## src/rtl/axil_reg_slave.sv

```systemverilog
// AXI4-Lite register slave: control/scratch/GP registers, live status, sticky IRQ
// status with write-1-to-clear, and independent read/write channel FSMs.
module axil_reg_slave #(
    parameter int          ADDR_WIDTH = 32,
    parameter logic [31:0] ID_VALUE   = 32'h5246_0001
) (
    input  logic                  axi_aclk,
    input  logic                  axi_aresetn,
    input  logic [ADDR_WIDTH-1:0] awaddr,
    input  logic [2:0]            awprot,
    input  logic                  awvalid,
    output logic                  awready,
    input  logic [31:0]           wdata,
    input  logic [3:0]            wstrb,
    input  logic                  wvalid,
    output logic                  wready,
    output logic [1:0]            bresp,
    output logic                  bvalid,
    input  logic                  bready,
    input  logic [ADDR_WIDTH-1:0] araddr,
    input  logic [2:0]            arprot,
    input  logic                  arvalid,
    output logic                  arready,
    output logic [31:0]           rdata,
    output logic [1:0]            rresp,
    output logic                  rvalid,
    input  logic                  rready,
    input  logic [31:0]           status_in,
    input  logic [7:0]            irq_in,
    output logic [31:0]           ctrl_out,
    output logic                  irq_out
);

    typedef enum logic {W_IDLE, W_RESP} wstate_t;
    typedef enum logic {R_IDLE, R_DATA} rstate_t;

    wstate_t r_wstate, w_wstate_nxt;
    rstate_t r_rstate, w_rstate_nxt;

    logic                  r_rdy_en;
    logic                  r_aw_held, r_w_held;
    logic [ADDR_WIDTH-1:2] r_aw_addr;
    logic [31:0]           r_wdata;
    logic [3:0]            r_wstrb;
    logic [1:0]            r_bresp;
    logic [31:0]           r_rdata;
    logic [1:0]            r_rresp;

    logic [31:0]           r_ctrl, r_scratch;
    logic [2:0][31:0]      r_gp;
    logic [7:0]            r_irq_stat;
    logic                  r_irq;

    logic                  w_do_write, w_b_done;
    logic                  w_wr_oor, w_rd_oor;
    logic [2:0]            w_wr_idx, w_rd_idx;
    logic [7:0]            w_irq_clr;
    logic [31:0]           w_rd_data;
    logic [1:0]            w_rd_resp;
    logic                  w_unused;

    assign w_unused = &{1'b0, awprot, arprot, awaddr[1:0], araddr[1:0]};

    function automatic logic [31:0] f_merge(input logic [31:0] old_v,
                                            input logic [31:0] new_v,
                                            input logic [3:0]  strb);
        f_merge = old_v;
        for (int i = 0; i < 4; i++)
            if (strb[i]) f_merge[8*i +: 8] = new_v[8*i +: 8];
    endfunction

    // Readies are gated by a flag that only rises on the first edge out of reset.
    assign awready  = r_rdy_en && !r_aw_held && (r_wstate == W_IDLE);
    assign wready   = r_rdy_en && !r_w_held  && (r_wstate == W_IDLE);
    assign arready  = r_rdy_en && (r_rstate == R_IDLE);
    assign bresp    = r_bresp;
    assign rdata    = r_rdata;
    assign rresp    = r_rresp;
    assign ctrl_out = r_ctrl;
    assign irq_out  = r_irq;

    always_ff @(posedge axi_aclk) begin
        if (!axi_aresetn) begin
            r_wstate <= W_IDLE;
            r_rstate <= R_IDLE;
            r_rdy_en <= 1'b0;
        end else begin
            r_wstate <= w_wstate_nxt;
            r_rstate <= w_rstate_nxt;
            r_rdy_en <= 1'b1;
        end
    end

    always_comb begin
        w_wstate_nxt = r_wstate;
        w_do_write   = 1'b0;
        w_b_done     = 1'b0;
        bvalid       = 1'b0;
        case (r_wstate)
            W_IDLE: begin
                if (r_aw_held && r_w_held) begin
                    w_do_write   = 1'b1;
                    w_wstate_nxt = W_RESP;
                end
            end
            W_RESP: begin
                bvalid = 1'b1;
                if (bready) begin
                    w_b_done     = 1'b1;
                    w_wstate_nxt = W_IDLE;
                end
            end
            default: w_wstate_nxt = W_IDLE;
        endcase
    end

    always_comb begin
        w_rstate_nxt = r_rstate;
        rvalid       = 1'b0;
        case (r_rstate)
            R_IDLE: if (arvalid && arready) w_rstate_nxt = R_DATA;
            R_DATA: begin
                rvalid = 1'b1;
                if (rready) w_rstate_nxt = R_IDLE;
            end
            default: w_rstate_nxt = R_IDLE;
        endcase
    end

    always_ff @(posedge axi_aclk) begin
        if (!axi_aresetn) begin
            r_aw_held <= 1'b0;
            r_w_held  <= 1'b0;
            r_aw_addr <= '0;
            r_wdata   <= '0;
            r_wstrb   <= '0;
        end else if (w_b_done) begin
            r_aw_held <= 1'b0;
            r_w_held  <= 1'b0;
        end else begin
            if (awvalid && awready) begin
                r_aw_held <= 1'b1;
                r_aw_addr <= awaddr[ADDR_WIDTH-1:2];
            end
            if (wvalid && wready) begin
                r_w_held <= 1'b1;
                r_wdata  <= wdata;
                r_wstrb  <= wstrb;
            end
        end
    end

    assign w_wr_idx  = r_aw_addr[4:2];
    assign w_wr_oor  = |r_aw_addr[ADDR_WIDTH-1:5];
    assign w_irq_clr = (w_do_write && !w_wr_oor && w_wr_idx == 3'd3 && r_wstrb[0])
                       ? r_wdata[7:0] : 8'h00;

    // A new event on the same edge as a clear wins, so no event is lost.
    always_ff @(posedge axi_aclk) begin
        if (!axi_aresetn) begin
            r_ctrl     <= '0;
            r_scratch  <= '0;
            r_gp       <= '0;
            r_irq_stat <= '0;
            r_irq      <= 1'b0;
            r_bresp    <= 2'b00;
        end else begin
            r_irq_stat <= (r_irq_stat & ~w_irq_clr) | irq_in;
            r_irq      <= |(r_irq_stat & r_ctrl[7:0]);
            if (w_do_write) begin
                r_bresp <= w_wr_oor ? 2'b10 : 2'b00;
                if (!w_wr_oor) begin
                    case (w_wr_idx)
                        3'd0:    r_ctrl    <= f_merge(r_ctrl,    r_wdata, r_wstrb);
                        3'd1:    r_scratch <= f_merge(r_scratch, r_wdata, r_wstrb);
                        3'd5:    r_gp[0]   <= f_merge(r_gp[0],   r_wdata, r_wstrb);
                        3'd6:    r_gp[1]   <= f_merge(r_gp[1],   r_wdata, r_wstrb);
                        3'd7:    r_gp[2]   <= f_merge(r_gp[2],   r_wdata, r_wstrb);
                        default: ;
                    endcase
                end
            end
        end
    end

    assign w_rd_idx = araddr[4:2];
    assign w_rd_oor = |araddr[ADDR_WIDTH-1:5];

    always_comb begin
        w_rd_data = 32'hDEAD_BEEF;
        w_rd_resp = 2'b10;
        if (!w_rd_oor) begin
            w_rd_resp = 2'b00;
            case (w_rd_idx)
                3'd0:    w_rd_data = r_ctrl;
                3'd1:    w_rd_data = r_scratch;
                3'd2:    w_rd_data = status_in;
                3'd3:    w_rd_data = {24'h0, r_irq_stat};
                3'd4:    w_rd_data = ID_VALUE;
                3'd5:    w_rd_data = r_gp[0];
                3'd6:    w_rd_data = r_gp[1];
                default: w_rd_data = r_gp[2];
            endcase
        end
    end

    always_ff @(posedge axi_aclk) begin
        if (!axi_aresetn) begin
            r_rdata <= '0;
            r_rresp <= 2'b00;
        end else if (arvalid && arready) begin
            r_rdata <= w_rd_data;
            r_rresp <= w_rd_resp;
        end
    end

endmodule

```

## config.mk

```make
export PLATFORM = sky130hd
export DESIGN_NAME = axil_reg_slave
export DESIGN_NICKNAME = d
export VERILOG_FILES = /design/src/rtl/axil_reg_slave.sv
export SDC_FILE = /design/constraint.sdc
export NUM_CORES = 1
export LEC_CHECK = 0
export BUFFER_PORTS_ARGS = -buffer_cell sky130_fd_sc_hd__buf_2
export CAP_MARGIN = 0
export CORE_AREA = 2 2 164 166
export DETAILED_ROUTE_END_ITERATION = 10
export DIE_AREA = 0 0 166 168
export PLACE_DENSITY = 0.73
export SLEW_MARGIN = 25
export SYNTH_ARGS = -nofsm -noshare
export SYNTH_HDL_FRONTEND = slang
export SYNTH_SLANG_ARGS = --single-unit
```

## constraint.sdc

```tcl
create_clock -name axi_aclk -period 6.05 [get_ports axi_aclk]
set_clock_uncertainty 0.1 [all_clocks]
set_input_delay 0.605 -clock axi_aclk [delete_from_list [all_inputs] [get_ports axi_aclk]]
set_output_delay 0.605 -clock axi_aclk [all_outputs]
set_load 0.1 [all_outputs]
```

# Word-level counts from Yosys, hierarchy flattened
# Index checks and enable logic that the tools add are counted.
[word_totals]
inputBits = 153
ff_bits = 276
out_inout_bits = 74
elab_cells = 113
[op_classes]
n_eq_ne = 11
reduce_logical = 43
n_mux = 17
n_bitwise = 9
[op_table]
columns = ["op", "count"]
rows = [
  ["32-bit case mux with 7 select lines", 1],
  ["4-bit AND reduction", 20],
  ["27-bit OR reduction", 2],
  ["32-bit two-way mux", 1],
  ["3-bit == test (second input constant)", 6],
  ["8-bit AND", 2],
  ["1-bit logical AND", 12],
  ["1-bit two-way mux", 10],
  ["3-bit by 2-bit == test with 1-bit output (second input constant)", 3],
  ["8-bit two-way mux", 1],
  ["8-bit inverter", 1],
  ["8-bit OR", 1],
  ["8-bit OR reduction", 1],
  ["3-bit by 1-bit == test with 1-bit output (second input constant)", 2],
  ["3-bit logical NOT", 2],
  ["1-bit inverter", 5],
  ["2-bit two-way mux", 2],
  ["1-bit case mux with 2 select lines", 2],
  ["2-bit AND reduction", 2],
  ["1-bit logical NOT", 3],
  ["2-bit OR reduction", 1],
]

# Depth between registers and ports, before layout
[depth]
word_depth = 10
depth_mapped = 7
mapped_depth_nobuf = 4

# Least setup slack after synthesis
# Ideal clock, no wire load.
[synth_timing]
kind = "reg-to-reg"
from = "register r_wstate"
to = "register r_wdata[10]"
t_arrival_ps = 4170
setup_ps = 132
synth_period_minus_slack_ps = 4402
path_slack_ps = 1648
n_path_buf = 1
required_ps = 5818
path_stages_with_launch = 6
cell_sequence = "dfxtp_1 -> nor3b_1 -> nand2_1 -> clkbuf_1 -> nand2_1 -> a21oi_1"
[synth_between]
elab_chain_len = 4
word_cells_on_any_way = 6
cone_classes = "mux: 1; bitwise: 2; reduce/logical: 3"
[synth_lines]
columns = ["element", "line", "text"]
rows = [
  ["start, declared", "37", "wstate_t r_wstate, w_wstate_nxt;"],
  ["start signal, assigned", "88", "r_wstate <= w_wstate_nxt;"],
  ["1-bit inverter", "--", ""],
  ["1-bit logical AND", "74", "assign wready = r_rdy_en && !r_w_held && (r_wstate == W_IDLE);"],
  ["via wready", "16", "output logic wready,"],
  ["1-bit logical AND", "145", "if (wvalid && wready) begin"],
  ["2-bit AND reduction (no line)", "--", ""],
  ["end signal, assigned", "147", "r_wdata <= wdata;"],
  ["end, declared", "43", "logic [31:0] r_wdata;"],
]
# The timed path passes the listed nets, and every way through them passes these cells.
# A chain may end at the register's enable or synchronous reset.

# Worst setup path in the final report
[layout_timing]
from = "register r_aw_addr[21] (netlist bit)"
to = "register r_ctrl[12] (netlist: ctrl_out[12])"
[layout_between]
elab_chain_len = 3
[layout_lines]
columns = ["element", "line", "text"]
rows = [
  ["start, declared", "42", "logic [ADDR_WIDTH-1:2] r_aw_addr;"],
  ["start signal, assigned", "143", "r_aw_addr <= awaddr[ADDR_WIDTH-1:2];"],
  ["27-bit OR reduction", "154", "assign w_wr_oor = |r_aw_addr[ADDR_WIDTH-1:5];"],
  ["1-bit inverter (no line)", "--", ""],
  ["4-bit AND reduction (no line)", "--", ""],
  ["end signal, assigned", "174", "3'd0: r_ctrl <= f_merge(r_ctrl, r_wdata, r_wstrb);"],
  ["end, declared", "49", "logic [31:0] r_ctrl, r_scratch;"],
]
# Every way passes these cells.

==> metrics.yaml <==
power_and_ir_drop:
  ir_drop_mv: 0.2221
  p_leak_nw: 5.068
  power_density_nw_per_um2: 302.7
route:
  final_antenna_net_count: 0
  vias: 9949
  routed_wl_um: 34210
  m1WireLength_um: 15160
  wl_met2_um: 15600
  via_per_inst: 5.605
  wire_per_inst_um: 19.27
  drtIter0Drc: 930
  first_pass_iters: 7
  remaining_drc_errors: 0
  topRoutingLayerUsed: "met4"
  dr_wl_met3_um: 2501
layout:
  fillers: 2419
  antenna_cells: 0
  num-nets-final: 1565
  fin_cells: 1775
  syn_to_final_growth_pct: 20.40
  drive_above_1_share: 0.2204
clock_network:
  clk_pin_slew_ns: 0.06
  clock-root-buffer: "clkbuf_16"
  ctsResizeCount: 0
  h-tree-depth: 1
  cts_sinks: 274
  cts_buffers: 28
  cts_tree: "done"
  post_cts_buffers: 0
  clk_latency_ns: 0.54
  ctsLongestPathBuffers: 3
  postCtsHoldBufs: 0
placement:
  io_buffers: 214
  dpl.hpwl_um: 22920
  dp.cells: 1722
  routabilityCongestion: 0.8628
synth:
  avgSynthCellArea_um2: 9.316
  netlist_area_um2: 11540
  async_flop_share: 0
  synth_sequential_area_ratio: 0.4752
  synth-edff-count: 0
  synth-seq-cells: 274
  synthDistinctLibCells: 46
  synth.largest_area_cell: "dfxtp_1"
  post-synth-top-count-cell: "nand2_1"
  ys_warn_count: 0
  synth.top_cells.by_area: "dfxtp_1 (48%), mux2i_1 (14%), nand2_1 (11%)"
  synth_cells: 1239
  synth_common_cells: "nand2_1 (347), dfxtp_1 (274), mux2i_1 (164)"
  synth_top_area_frac: 0.4752
  synthFlopType: "dfxtp_1"
global_routing:
  grt_pass1_vias: 9615
  grt_pass1_wl_um: 52950
  grt_use_total: 0.2373
  antenna_found_initial: 0
  overflow: 0
  grt_max_degree: 113
timing:
  relSlewSlack: 0.2726
  worst_pin_slew_ns: 1.088
  rsz0062_at_grt: "false"
  setup_tns_ns: 0
  setup_viol: 0
  fin_crit_ns: 2.871
  fmax_mhz: 348.3
  hold_viol: 0
  period_share: 0.4745
  drv_slew: 0
critical_path:
  setup.worst_path.start_class: "flip-flop"
  worstPathArrival_ns: 3.23
  crit_type: "reg2reg"
  cp_max_fo: 22
  cp.required_ns: 6.41
  r2r_setup_slack_ns: 3.18
  worst_setup_path_end_kind: "flip-flop"
run_status:
  status: "finished clean"
floorplan:
  core_area_um2: 26350
  pin_count: 227
  die_area_um2: 27890
  die_h_um: 168
  start_util: 0.4380
  row_count: 60
  die_w_um: 166
flow_run:
  cap_violations: 0
hold_path:
  hp-class: "in2reg"
==> path summary, 6_finish.rpt <==
check	start	cells past startpoint	endpoint
worst max-delay path	r_aw_addr[21]	4	ctrl_out[12]
worst min-delay path	wstrb[0]	3	r_wstrb[0]
worst max register to register	r_aw_addr[21]	4	ctrl_out[12]
worst min register to register	r_wstrb[2]	2	r_wstrb[2]
==> cell usage in the layout (no fill, tap or decap), types with 5 or more instances in the layout <==
| cell | n |
|---|---|
| buf_4 | 12 |
| o31ai_1 | 8 |
| a41oi_1 | 15 |
| and3b_1 | 5 |
| nor4_1 | 10 |
| buf_2 | 213 |
| inv_1 | 13 |
| nand3_1 | 9 |
| o21ai_0 | 39 |
| clkbuf_1 | 5 |
| a22oi_1 | 36 |
| nand2b_1 | 5 |
| clkbuf_8 | 12 |
| a221oi_1 | 14 |
| mux2i_1 | 164 |
| nand2_1 | 345 |
| nor2_1 | 17 |
| nor2b_1 | 8 |
| and3_1 | 5 |
| a31oi_1 | 17 |
| a222oi_1 | 7 |
| mux2_2 | 5 |
| a21oi_1 | 76 |
| clkbuf_16 | 29 |
| a22o_1 | 19 |
| nor4_4 | 22 |
| dfxtp_1 | 274 |
==> worst max-delay path, cell delays in order (launching register included) <==
cell     delay (ns)
dfxtp_1        0.31
nor4_1         0.56
nand2_4        0.49
nor4_4         1.04
mux2i_1        0.27
==> layer usage <==
layer / GRT usage / vias to the layer above
met5: 0 / -
met4: 0.07372 / 0
met3: 0.04325 / 70
met2: 0.3848 / 426
met1: 0.3229 / 4734
li1: - / 4719
==> where the power goes <==
group	internal (W)	total, W	leakage, nW	switching (W)
sequential	0.00184	0.00187	2.22	0.0000291
clock	0.00119	0.00190	0.514	0.000710
combinational	0.000104	0.000434	2.33	0.000329
total	0.00314	0.00421	5.07	0.00107
==> cell type report <==
| class | count | area (um^2) | area share |
|---|---|---|---|
| repair buffers | 227 | 1179 | 0.08481 |
| clock inverters | 6 | 130.1 | 0.009363 |
| clock buffers | 46 | 909.6 | 0.06545 |
| multi-input cells | 867 | 5714 | 0.4112 |
| inverters | 14 | 52.55 | 0.003781 |
| flip-flops and latches | 274 | 5485 | 0.3947 |
| well taps | 341 | 426.7 | 0.03070 |
==> flip-flops by register name, indices dropped and copies added, names as in the netlist, 4 cells and up <==
signal and cells:
r_gp 96, ctrl_out 32, r_scratch 32, r_wdata 32, rdata 32, r_aw_addr 30
r_irq_stat 8, r_wstrb 4
==> kinds of logic after synthesis <==
family | after synthesis | share of synthesized area
flops | 274 | 0.4752
simple gates | 452 | 0.2010
buf+inv | 99 | 0.03328
other cells | 1 | 0.0003249
mux | 172 | 0.1530
compound gates | 241 | 0.1372
==> stage by stage <==
step           power, W  instance area [um^2]  utilization  hold WS, ns  setup WS (ns)
5_1_grt        0.004335                 13900       0.5274       0.1988          3.044
3_3_place_gp   0.002336                 12830       0.4871       0.3315          2.882
2_1_floorplan  0.002214                 11550            -       0.3313          1.648
3_5_place_dp   0.002342                 12840       0.4871       0.3443          2.836
6_report       0.004206                 13900       0.5274       0.1999          3.179
4_1_cts        0.004229                 13880       0.5266       0.1845          3.024
(Power assumes the default switching activity.)
